File: src/rtl/wa_window_buffer.sv
// wa_window_buffer: word-addressable line buffer with masked writes and 2-cycle unaligned window reads
// Ports:
//   clk        rising-edge clock
//   nrst       asynchronous active-low reset
//   writeEn    write strobe; writeMask selects words, writeAddr selects line, dataIn carries the line
//   readEn     read request for the window at line readAddr, word readOffset
//   dataOut    WinWords-word window, word 0 in the LSBs
//   readValid  one-cycle pulse per request, two cycles after it
//   readErr    request was out of range; dataOut is zero in that case
module wa_window_buffer #(
    parameter int WordWidth = 8,
    parameter int Width     = 5,
    parameter int Depth     = 5,
    parameter int WinWords  = 3,
    parameter int AddrWidth = (Depth > 1) ? $clog2(Depth) : 1,
    parameter int OffWidth  = (Width > 1) ? $clog2(Width) : 1
) (
    input  logic                          clk,
    input  logic                          nrst,
    input  logic                          writeEn,
    input  logic [Width-1:0]              writeMask,
    input  logic [AddrWidth-1:0]          writeAddr,
    input  logic [Width*WordWidth-1:0]    dataIn,
    input  logic                          readEn,
    input  logic [AddrWidth-1:0]          readAddr,
    input  logic [OffWidth-1:0]           readOffset,
    output logic [WinWords*WordWidth-1:0] dataOut,
    output logic                          readValid,
    output logic                          readErr
);
    localparam logic [AddrWidth-1:0] LastAddr = AddrWidth'(Depth - 1);

    logic [WordWidth-1:0]          r_mem [Depth][Width];
    logic [Width*WordWidth-1:0]    r_line_a, r_line_b;
    logic [OffWidth-1:0]           r_off;
    logic                          r_err, r_v1;
    logic                          w_wr_ok, w_rd_ok, w_err;
    logic [AddrWidth-1:0]          w_ra, w_rb;
    logic [Width*WordWidth-1:0]    w_line_a, w_line_b;
    logic [2*Width*WordWidth-1:0]  w_shift;

    assign w_wr_ok = 32'(writeAddr) < 32'(Depth);
    assign w_rd_ok = 32'(readAddr) < 32'(Depth);
    assign w_err   = !w_rd_ok || (32'(readOffset) >= 32'(Width));
    // Illegal addresses are steered to line 0 so the array is never indexed out of range
    assign w_ra    = w_rd_ok ? readAddr : '0;
    assign w_rb    = (w_ra == LastAddr) ? '0 : w_ra + 1'b1;

    always_comb begin
        w_line_a = '0;
        w_line_b = '0;
        for (int i = 0; i < Width; i++) begin
            w_line_a[i*WordWidth +: WordWidth] = r_mem[w_ra][i];
            w_line_b[i*WordWidth +: WordWidth] = r_mem[w_rb][i];
        end
    end

    // Window = {lineB,lineA} shifted down by the word offset
    assign w_shift = {r_line_b, r_line_a} >> (32'(r_off) * WordWidth);

    // Memory is deliberately not reset
    always_ff @(posedge clk) begin
        if (writeEn && w_wr_ok)
            for (int i = 0; i < Width; i++)
                if (writeMask[i]) r_mem[writeAddr][i] <= dataIn[i*WordWidth +: WordWidth];
    end

    always_ff @(posedge clk or negedge nrst) begin
        if (!nrst) begin
            r_line_a  <= '0;
            r_line_b  <= '0;
            r_off     <= '0;
            r_err     <= 1'b0;
            r_v1      <= 1'b0;
            dataOut   <= '0;
            readValid <= 1'b0;
            readErr   <= 1'b0;
        end else begin
            r_line_a  <= w_line_a;
            r_line_b  <= w_line_b;
            r_off     <= readOffset;
            r_err     <= w_err;
            r_v1      <= readEn;
            readValid <= r_v1;
            readErr   <= r_v1 && r_err;
            if (r_v1) dataOut <= r_err ? '0 : w_shift[WinWords*WordWidth-1:0];
        end
    end
endmodule

File: config.mk
export PLATFORM = sky130hd
export DESIGN_NAME = wa_window_buffer
export DESIGN_NICKNAME = d
export VERILOG_FILES = /design/src/rtl/wa_window_buffer.sv
export SDC_FILE = /design/constraint.sdc
export NUM_CORES = 1
export LEC_CHECK = 0
export CAP_MARGIN = 20
export CORE_ASPECT_RATIO = 0.7
export CORE_MARGIN = 4
export CORE_UTILIZATION = 45
export CTS_CLUSTER_DIAMETER = 80
export DETAILED_ROUTE_END_ITERATION = 8
export HOLD_SLACK_MARGIN = 0.08
export MAX_ROUTING_LAYER = met4
export SLEW_MARGIN = 20
export SYNTH_ARGS = -nofsm -noshare
export SYNTH_HDL_FRONTEND = slang
export SYNTH_SLANG_ARGS = --single-unit
File: constraint.sdc
create_clock -name clk -period 1.8 [get_ports clk]
set_input_delay 0.18 -clock clk [delete_from_list [all_inputs] [get_ports clk]]
set_output_delay 0.18 -clock clk [all_outputs]
set_load 0.01 [all_outputs]
# Word-level counts from Yosys, hierarchy flattened
# Memory sizes are Yosys's and may differ from the RTL's. A register that Yosys moved wholly into a read port is not among the register bits.
# Cells that the tools add are included.
dict set report totals {
  regBits 31
  ram_bits 200
  inputBits 58
  out_inout_bits 26
  word_cells 37
  n_memories 1
}
dict set report op_classes {
  addsub 1
  magnitude_cmp 3
  n_eq_ne 1
  shift 1
  muxes 18
  reduce_logical 6
}
# memory depth width rd rd_clocked_by_memory_dff wr line_no
set mem_list {}
lappend mem_list {r_mem 5 40 2 2 1 33} ;# logic [WordWidth-1:0] r_mem [Depth][Width];
# op n
set ops {}
lappend ops {{right shift 80 x 6 -> 24 bit} 1}
lappend ops {{2-to-1 mux 24 bit} 1}
lappend ops {{2-to-1 mux 1 bit} 15}
lappend ops {{< comparator 3 bit, second input constant} 2}
lappend ops {{2-to-1 mux 3 bit} 2}
lappend ops {{adder 3 x 1 -> 3 bit, second input constant} 1}
lappend ops {{equality test 3 bit, second input constant} 1}
lappend ops {{greater-or-equal comparator 3 bit, second input constant} 1}
lappend ops {{logical NOT 1 bit} 3}
lappend ops {{logical AND 1 bit} 2}
lappend ops {{logical OR 1 bit} 1}

# Depth between registers and ports, before layout
dict set report logic_depth {
  word_depth 4
  ltp_mapped 11
  depth_no_buf 7
}

# Worst setup path before layout
# Ideal clock, no wire load.
dict set report synth_path {
  path_kind {input-to-reg}
  startpoint {input readAddr[1]}
  endpoint {register r_line_b[6] (read register of r_mem)}
  setup_time_ns 0.095
  arrival_time_ns 2.091
  required_time_ns 1.705
  path_slack_ns -0.387
  cell_stages 9
  path_buffers 5
  cell_sequence {buf_2 > nand2b_1 > clkbuf_1 > ha_1 > buf_2 > clkbuf_1 > clkbuf_1 > a211oi_1 > o31ai_1}
}
dict set report synth_between {
  elab_chain_len 4
  word_cells_on_any_way 5
  cone_classes {add/sub (1); order compare (1); eq/ne (1); mux (2)}
}
# element line_no
set synth_lines {}
lappend synth_lines {{start, declared} 25} ;# input logic [AddrWidth-1:0] readAddr,
lappend synth_lines {{< comparator 3 bit} 43} ;# assign w_rd_ok = 32'(readAddr) < 32'(Depth);
lappend synth_lines {{2-to-1 mux 3 bit (*)} 46} ;# assign w_ra = w_rd_ok ? readAddr : '0;
lappend synth_lines {{adder 3 x 1 -> 3 bit or equality test 3 bit (tied branches)} 47} ;# assign w_rb = (w_ra == LastAddr) ? '0 : w_ra + 1'b1;
lappend synth_lines {{2-to-1 mux 3 bit (*)} 47}
lappend synth_lines {{end, declared} 34} ;# logic [Width*WordWidth-1:0] r_line_a, r_line_b;
# Every way passes the cells marked *; elsewhere a longest branch is shown, timed or not.
# A chain may end at the register's enable or synchronous reset.

# Worst setup path after layout
dict set report layout_path {
  startpoint {register dataOut[20]}
  endpoint {output dataOut[20]}
}
# element line_no
set layout_lines {}
lappend layout_lines {{start, declared} 27} ;# output logic [WinWords*WordWidth-1:0] dataOut,
lappend layout_lines {{start signal, assigned} 86} ;# if (r_v1) dataOut <= r_err ? '0 : w_shift[WinWords*WordWidth-1:0];
# No word-level cell between the ends.

==> flow_summary.json <==
{
  "syn_to_final_growth_pct": 21.1,
  "skew_ps": 21.8,
  "finalPower_w": 0.0169,
  "grt_pass1_wl_mm": 62.2,
  "antenna_cells": 0,
  "timing_worst_slew_pin_value_ps": 614,
  "power.clock.fraction_pct": 37.4,
  "async_reset_ff_share_pct": 35.7,
  "io_pins": 84,
  "drc": 0,
  "p_seq_share_pct": 49.4,
  "synthFlopType": "edfxtp_1",
  "slew_viol_final": 0,
  "vdd_drop_max_uv": 775,
  "worstSetupStartpoint": "dataOut[20]",
  "chipWidth_um": 222,
  "critPathBufInv": 1,
  "fill_cells": 2598,
  "overflow": 0,
  "path_clk_slew_ps": 70,
  "die_y_um": 158,
  "cts_setup_buffers": 0,
  "cp.required_ps": 1620,
  "postLayoutCoreUtil_pct": 55.9,
  "regToRegSetupSlack_ps": 150,
  "multi_input_area_mm2": 0.00526,
  "port-buffer-count": 83,
  "via_count": 10071,
  "grt_max_degree": 49,
  "grt_antenna_before_repair": 1,
  "slew_headroom_pct": 59.0,
  "initial_utilization_pct": 46.1,
  "htree_levels": 1,
  "stdcell_count": 1721,
  "die_area_mm2": 0.0352,
  "outcome": "complete, no violations",
  "firstDrtPassIters": 7,
  "synth.distinct_cells": 31,
  "finalNetCount": 1338,
  "final_common_cell": "edfxtp_1",
  "clockBufferDepth": 3,
  "rr_startpoint": "r_off[1]",
  "setup_tns_ps": 0,
  "drt-total-wl_mm": 40.8,
  "hp-class": "in2async",
  "p_int_w": 0.0127,
  "rows": 54,
  "drt_iter0_markers": 1139,
  "ys_seq_elements": 311,
  "gp_congestion": 0.902,
  "clk_latency_ps": 580,
  "hpwl_mm": 28.6,
  "critPathTopFamily": "buffers and inverters",
  "synth_nets": 1231,
  "slowest_stage": "clkdlybuf4s50_1",
  "grt_setup_unrepaired": "no",
  "wl_per_cell_um": 23.7,
  "synth_area_mm2": 0.0145,
  "cts_tree": "done",
  "period_needed_ps": 1690,
  "synth_top_family_by_area": "compound AO/OA/AOI/OAI gates",
  "grt_pass1_vias": 9823,
  "ff_latch_area_mm2": 0.00879,
  "via_per_inst": 5.85,
  "numCtsBuffers": 30,
  "synth_compound_area_share_pct": 17.8,
  "critPathMaxFanout": 2,
  "worstPathArrival_ps": 1510,
  "synthCells": 1171,
  "max_stage_delay_ps": 550,
  "hold_viol": 0,
  "post-route-period-util_pct": 94.2,
  "synth_seq_area_share_pct": 60.6,
  "p_sw_share_pct": 25.2,
  "synthMuxAreaShare_pct": 7.29,
  "dpl_cell_area_mm2": 0.0165,
  "crit_path_end_kind": "output pin",
  "drive_gt1_share_pct": 14.8,
  "synthXorXnorAreaFrac_pct": 0,
  "cts_sinks": 311,
  "setup_viol": 0,
  "grt_use_total_pct": 23.8,
  "final_cell_area_mm2": 0.0175,
  "avgSynthCellArea_um2": 12.4,
  "critPathLaunchType": "register",
  "synth_edf_count": 200,
  "cp_cell_sequence": "clkdlybuf4s50_1",
  "p_comb_share_pct": 13.2,
  "root_buffer": "clkbuf_16",
  "yosys_warnings": 0,
  "switchingPower_w": 0.00426,
  "fmax_mhz": 590,
  "place_inst": 1662,
  "max-cap-violations": 0,
  "most-common-layout-cells": "edfxtp_1 (200), dfrtp_1 (110), mux2i_1 (104), o21ai_0 (87), nor2b_1 (85)",
  "synthAdderAreaFrac_pct": 0.173,
  "synth-simple-area-share_pct": 10.5,
  "postRouteAntennaNets": 0,
  "path_class": "reg2out",
  "powerDensity_mw_per_mm2": 965,
  "core_mm2": 0.0314,
  "p_leak_nw": 6.40
}
-- state kept, by name, indices dropped and copies added, names as in the netlist --
| signal | flops |
|---|---|
| r_line_b | 40 |
| r_v1 | 1 |
| r_off | 3 |
| readErr | 1 |
| r_line_a | 40 |
| r_mem | 200 |
| readValid | 1 |
| dataOut | 24 |
| r_err | 1 |
-- stage by stage --
step	hold slack (ps)	setup WS (ps)
after global routing	119	53.7
after floorplan	-116	-19.7
after global placement	181	-39.5
final	115	105
after detailed placement	186	-60.3
after CTS	94.3	63.3
-- synth_stat cells, drive strengths merged (2+ instances only) --
library cell    n  area, µm²
edfxtp        200       6010
nand2b         43        269
nor2b          85        532
mux2i         104       1040
dfrtp         111       2780
a21oi          46        230
a222oi          6       60.1
o22a           39        342
nand2          71        267
o22ai          18        113
ha              2       25.0
clkbuf         74        278
nor2           20       75.1
buf            25        149
and2           12       75.1
a211oi         80        601
a22oi          36        270
inv            26       97.6
o31ai          40        495
o21ai          87        435
nand3b         39        293
-- path summary, 6_finish.rpt --
| check | end | depth (start not counted) |
|---|---|---|
| max reg2reg | dataOut[8] | 5 |
| min reg2reg | readErr | 1 |
| max | dataOut[20] | 1 |
| min | readErr | 2 |
| min in group clk | r_off[1] | 1 |
| max in group asynchronous | dataOut[21] | 3 |
-- cells by family (layout without fill, tap and decap cells) --
kind of cell    after synthesis  count (layout)
compound gates              356             356
fa+ha+maj                     2               2
buf+inv                     125             255
simple gates                272             272
flops                       311             311
mux                         105             105
-- area by class of cell --
class	instances	area share, %
Clock buffer	47	5.28
Tap cell	420	2.99
Multi-Input combinational cell	735	29.9
Clock inverter	8	0.399
Inverter	26	0.556
Sequential cell	311	50.1
Timing Repair Buffer	174	10.7
-- metal layers --
layer,wire length [µm],part of all wire (%),vias to the layer above,global-route usage (%)
met2,17400,43,361,34.5
li1,-,-,4612,-
met5,0,0,-,-
met3,2740,6.7,47,3.69
met4,609,1.5,0,4.17
met1,20100,49,5051,36.2
-- power groups by stage --
stage               clock, W  sequential, W  combinational, W
finish               0.00634        0.00837           0.00223
detailed placement         0        0.00850           0.00220
global placement           0        0.00850           0.00217
CTS                  0.00646        0.00835           0.00222
global route         0.00673        0.00838           0.00241
floorplan                  0        0.00831           0.00126
-- timing repair --
action                     in CTS  in global routing
gates resized for setup         0                  1
hold buffers                    4                  0
setup endpoints to repair       0                  2
hold endpoints to repair      114                  0
Note: power is estimated with default switching activity, not from simulation.
